## config.mk

```make
export PLATFORM = sky130hd
export DESIGN_NAME = addsub_digit_serial
export DESIGN_NICKNAME = d
export VERILOG_FILES = /design/src/rtl/addsub_digit_serial.sv
export SDC_FILE = /design/constraint.sdc
export NUM_CORES = 1
export LEC_CHECK = 0
export CAP_MARGIN = 5
export CORE_ASPECT_RATIO = 0.7
export CORE_MARGIN = 1.5
export CORE_UTILIZATION = 50
export CTS_CLUSTER_DIAMETER = 50
export DETAILED_ROUTE_END_ITERATION = 10
export PLACE_DENSITY_LB_ADDON = 0.2
export SYNTH_ARGS = -nofsm -noshare
export SYNTH_HDL_FRONTEND = slang
export SYNTH_SLANG_ARGS = --single-unit
```

## constraint.sdc

```tcl
create_clock -name clk -period 2.3 [get_ports clk]
set_clock_uncertainty 0.15 [all_clocks]
set_input_delay 0.46 -clock clk [delete_from_list [all_inputs] [get_ports clk]]
set_output_delay 0.46 -clock clk [all_outputs]
set_load 0.05 [all_outputs]
```

## src/rtl/addsub_digit_serial.sv

```systemverilog
// addsub_digit_serial: multi-cycle two's-complement add/subtract, DIGIT bits per clock, LSD first
module addsub_digit_serial #(
   parameter int WIDTH = 8,
   parameter int DIGIT = 2
) (
   input  logic             clk,
   input  logic             rst,
   input  logic             start,
   input  logic [WIDTH-1:0] x,
   input  logic [WIDTH-1:0] y,
   input  logic             subc,
   output logic             busy,
   output logic             done,
   output logic [WIDTH-1:0] sum,
   output logic             cout,
   output logic             ovf
);
   localparam int N  = WIDTH / DIGIT;
   localparam int CW = N > 1 ? $clog2(N) : 1;
   typedef enum logic [1:0] {IDLE, RUN, DONE} state_t;
   state_t state, state_n;
   logic [WIDTH-1:0] a, b, res, res_n;
   logic [DIGIT:0] dsum;
   logic [CW-1:0] cnt;
   logic carry, am, bm, last;
   always_comb begin
      dsum    = {1'b0, a[DIGIT-1:0]} + {1'b0, b[DIGIT-1:0]} + {{DIGIT{1'b0}}, carry};
      res_n   = WIDTH'({dsum[DIGIT-1:0], res} >> DIGIT);
      last    = cnt == CW'(N - 1);
      state_n = state == IDLE ? (start ? RUN : IDLE) : state == RUN ? (last ? DONE : RUN) : IDLE;
   end
   always_ff @(posedge clk) state <= rst ? IDLE : state_n;
   // am/bm keep the operand sign bits because a/b are shifted away during RUN
   always_ff @(posedge clk) begin
      if (rst) begin
         busy  <= 1'b0;
         done  <= 1'b0;
         sum   <= '0;
         cout  <= 1'b0;
         ovf   <= 1'b0;
         a     <= '0;
         b     <= '0;
         res   <= '0;
         cnt   <= '0;
         carry <= 1'b0;
         am    <= 1'b0;
         bm    <= 1'b0;
      end else begin
         busy <= state_n != IDLE;
         done <= state_n == DONE;
         if (state == IDLE && start) begin
            a     <= x;
            b     <= y ^ {WIDTH{subc}};
            carry <= subc;
            cnt   <= '0;
            res   <= '0;
            am    <= x[WIDTH-1];
            bm    <= y[WIDTH-1] ^ subc;
         end else if (state == RUN) begin
            res   <= res_n;
            a     <= a >> DIGIT;
            b     <= b >> DIGIT;
            carry <= dsum[DIGIT];
            cnt   <= cnt + 1'b1;
            if (last) begin
               sum  <= res_n;
               cout <= dsum[DIGIT];
               ovf  <= (am == bm) && (res_n[WIDTH-1] != am);
            end
         end
      end
   end
endmodule
```

; Word level (Yosys, flattened, before mapping)
; Cells that the tools add are included.
[totals]
memories = 0
word_cells = 41
inputBits = 20
latchBits = 0
rom_bits = 0
register_bits = 43
ramBits = 0
[classes]
bitwise = 3
n_addsub = 3
n_mul = 0
mux = 10
n_shift = 0
div = 0
magnitude_cmp = 0
reduce_logical = 7
eq_ne = 5
[ops]
columns = operator, n
row1 = 2-to-1 mux 8 bit, 4
row2 = bitwise XOR 8 bit, 1
row3 = 2-to-1 mux 2 bit, 3
row4 = "equality test 2 bit, second input constant", 2
row5 = nonzero test 2 bit, 2
row6 = adder 2 x 2 -> 3 bit, 1
row7 = adder 3 x 1 -> 3 bit, 1
row8 = 2-to-1 mux 1 bit, 3
row9 = AND reduction 3 bit, 1
row10 = "adder 2 x 1 -> 2 bit, second input constant", 1
row11 = "equality test 2 x 1 -> 1 bit, second input constant", 1
row12 = logical AND 1 bit, 2
row13 = zero test 2 bit, 1
row14 = OR reduction 2 bit, 1
row15 = equality test 1 bit, 1
row16 = != test 1 bit, 1
row17 = NOT 1 bit, 1
row18 = bitwise XOR 1 bit, 1

; Logic depth before layout (Yosys ltp)
; Gate-level depths: netlist (run 1).
[depth]
ltp_word = 5
depth_mapped = 6
depth_no_buf = 5

; Worst setup path before layout (run 1)
; OpenSTA, ideal clock, no wires.
[synth_path]
path_type = register to register
from = register a[0]
to = register ovf
period_less_slack_ns = 2.040
t_required_ns = 2.059
stages_incl_launch_ff = 6
arrival_ns = 1.799
setup_slack_ns = 0.260
path_cell_list = dfxtp_1 inv_1 fa_1 fa_1 or3_1 a311oi_1
[synth_via]
elab_chain_len = 4
[synth_lines]
columns = item, line_no
row1 = "start, declared", 22  ; logic [WIDTH-1:0] a, b, res, res_n;
row2 = "start signal, assigned", 61  ; a <= a >> DIGIT;
row3 = adder 2 x 2 -> 3 bit, 27  ; dsum = {1'b0, a[DIGIT-1:0]} + {1'b0, b[DIGIT-1:0]} + {{DIGIT{1'b0}}, carry};
row4 = adder 3 x 1 -> 3 bit, 27
row5 = != test 1 bit, 68  ; ovf <= (am == bm) && (res_n[WIDTH-1] != am);
row6 = logical AND 1 bit, 68
row7 = "end signal, assigned", 68
row8 = "end, declared", 16  ; output logic ovf
; No other way between the ends.
; A chain may end at the register's enable or synchronous reset.

; Final worst setup path (run 1)
; Same ends and word-level chain as after synthesis.

==> results of run 1 <==
[Yosys cell counts (all sizes together)]
master   count  share of area (%)
a211oi       4                1.8
a21boi       1               0.45
a21oi        6                1.8
a22o         7                3.6
a22oi       11                4.9
a2bb2oi      2                1.0
a311oi       1               0.52
a32o         2                1.2
and3b        1               0.52
buf          9                4.1
clkbuf       3               0.67
dfxtp       41                 49
fa           2                2.4
ha           1               0.74
inv          6                1.3
mux2         6                4.2
mux2i        3                1.8
nand2       14                3.1
nand2b       1               0.37
nand3        1               0.30
nand3b       1               0.45
nor2        19                4.7
nor2b        3                1.1
nor3b        1               0.45
o21bai       1               0.67
o2bb2ai      8                4.2
or2          1               0.37
or3          1               0.37
xnor2        2                1.0
xor2         6                3.1
[final timing paths]
check                            start      to  slack, ps  cells past startpoint
worst max-delay path              a[0]     ovf        170                      5
worst min-delay path            sum[2]  sum[2]        300                      2
worst max register to register    a[0]     ovf        170                      5
worst min register to register  sum[2]  sum[2]        300                      2
[area by class of cell]
class	instances	area, um2
fill	262	1090
sequential	41	821
multi-input combinational	106	761
timing repair buffer	38	363
clock buffer	5	68.8
tap	38	47.5
inverter	6	22.5
clock inverter	3	17.5
[cells by family after synthesis]
logic type      count (synthesis)  synth area share, %
fa+ha+maj                       3                 3.12
xor+xnor                        8                 4.16
mux                             9                 6.02
buf+inv                        18                 6.09
flops                          41                 48.7
compound gates                 43                 20.1
simple gates                   43                 11.7
[power groups by stage]
stage | registers (mW) | logic [mW] | clock network [mW]
3_5_place_dp | 0.775 | 0.173 | 0
3_3_place_gp | 0.773 | 0.168 | 0
5_1_grt | 0.763 | 0.193 | 0.510
4_1_cts | 0.759 | 0.175 | 0.477
6_report | 0.759 | 0.175 | 0.466
2_1_floorplan | 0.771 | 0.115 | 0
[metal layers]
layer | global-route usage (%) | up-vias | wire length [um]
li1 | - | 642 | -
met1 | 30.2 | 614 | 1720
met2 | 32.7 | 33 | 1550
met3 | 6.01 | 6 | 164
met4 | 13.2 | 0 | 76
met5 | 0 | - | 0
[placed cells by master, fill, tap and decap left out, drive strengths merged]
master         netlist  routed
dfxtp               41      41
clkdlybuf4s50        0      31
nor2                19      19
nand2               14      14
a22oi               11      11
o2bb2ai              8       8
a22o                 7       7
buf                  9       7
inv                  6       6
xor2                 6       6
a21oi                6       6
mux2                 6       6
clkbuf               3       5
a211oi               4       4
nor2b                3       3
mux2i                3       3
xnor2                2       2
a2bb2oi              2       2
a32o                 2       2
fa                   2       2
clkinv               0       2
o21bai               1       1
or2                  1       1
nand2b               1       1
nand3b               1       1
and3b                1       1
nand3                1       1
or3                  1       1
a311oi               1       1
nor3b                1       1
a21boi               1       1
ha                   1       1
clkinvlp             0       1
[through the flow]
stage	setup WS [ps]	utilization, %	cells	hold WS [ps]
2_1_floorplan	260	-	165	279
3_3_place_gp	191	63.1	229	289
3_5_place_dp	163	63.1	229	296
4_1_cts	165	65.8	237	307
5_1_grt	34.9	65.8	237	333
6_report	169	65.8	237	304
[critical path: stages (launching register included)]
cell and delay (ps):
dfxtp_1 340, inv_1 60, fa_1 430, fa_1 500
or3_1 320, a311oi_1 250
[state kept, by name (all words and copies together) (netlist names), 2 cells and up]
name	count
a	8
res	6
sum	8
b	8
cnt	2
state	2
==> impl_metrics.tcl, run 1 <==
set metrics [dict create \
    setup_viol 0 \
    firstDrtPassIters 4 \
    ant_nets 0 \
    chipHeight_um 51.6 \
    worst_pin_slew_ps 520 \
    power_frac_clock_pct 33.3 \
    drt-total-wl_um 3510 \
    cts-buffers-inserted 5 \
    port_buffers 31 \
    netlist_area_mm2 0.00168 \
    rsz0062_at_grt "false" \
    ys_seq_area_share_pct 48.7 \
    critPathKind "reg2reg" \
    cp.required_ps 2360 \
    drv_slew 0 \
    post-route-cell-area_mm2 0.00210 \
    cts_max_level 2 \
    period_minus_slack_ps 2130 \
    floorplan.initialDensity_pct 52.8 \
    p_sw_share_pct 25.7 \
    drtIter0Drc 75 \
    outcome "completed" \
    power_leakage_nw 0.772 \
    period_share_pct 92.7 \
    die_area_mm2 0.00373 \
    core_area_mm2 0.00319 \
    vias 1295 \
    end_kind "flop" \
    gp_congestion 0.759 \
    via_per_inst 5.46 \
    rows 17 \
    slew_headroom_pct 65.3 \
    p_total_mw 1.40 \
    clock_latency_ps 290 \
    cts-root-buf "clkbuf_8" \
    grt_pass1_wl_um 6100 \
    hold_path_class "reg2reg" \
    route.detailed.drc 0 \
    cts_setup_buffers 0 \
    antenna_found_initial 0 \
    io_pins 32 \
    dpl.hpwl_um 2500 \
    comb_power_share_pct 12.5 \
    area_growth_pct 24.7 \
    fin_setup_tns_ps 0 \
    overflow 0 \
    drive_gt1_share_pct 11.6 \
    cts_max_path_buffers 2 \
    worst-path-max-fanout 4 \
    yosys_warnings 0 \
    postSynthAreaPerCell_um2 10.2 \
    fmax_mhz 469 \
    grt_max_degree 21 \
    grt_usage_pct 22.5 \
    arrival_ps 2190 \
    yosys.cell_types.count 34 \
    finalNetCount 221 \
    hold_buffers 0 \
    cts.sinks 41 \
    clk_pin_slew_ps 80 \
    report.final.hold_viol_count 0 \
    tritoncts "yes" \
    ys_seq_elements 41 \
    cts-resized-gates 0 \
    cap_violations 0 \
    critPathLaunchType "flop" \
    syn_inst 165 \
    p_switching_uw 360 \
    grt_pass1_vias 1285 \
    placed_area_mm2 0.00201 \
    power_density_mw_per_mm2 666 \
    intPower_mw 1.04 \
    syn_nets 188 \
    antenna_cells 0 \
    peakVddDrop_v 0.000471 \
    route.detailed.wl_per_inst_um 14.8 \
    die_w_um 72.4 \
    seqPwrFrac_pct 54.2 \
]
Power figures use the tool's default switching activity.
==> inputs of run 2 (changes only) <==
--- a/constraint.sdc
+++ b/constraint.sdc
@@ -3,3 +3,3 @@
 set_input_delay 0.46 -clock clk [delete_from_list [all_inputs] [get_ports clk]]
 set_output_delay 0.46 -clock clk [all_outputs]
-set_load 0.05 [all_outputs]
+set_load 0.01 [all_outputs]
==> results of run 2 <==
The final DEF is identical to that of run 1. Status: completed.
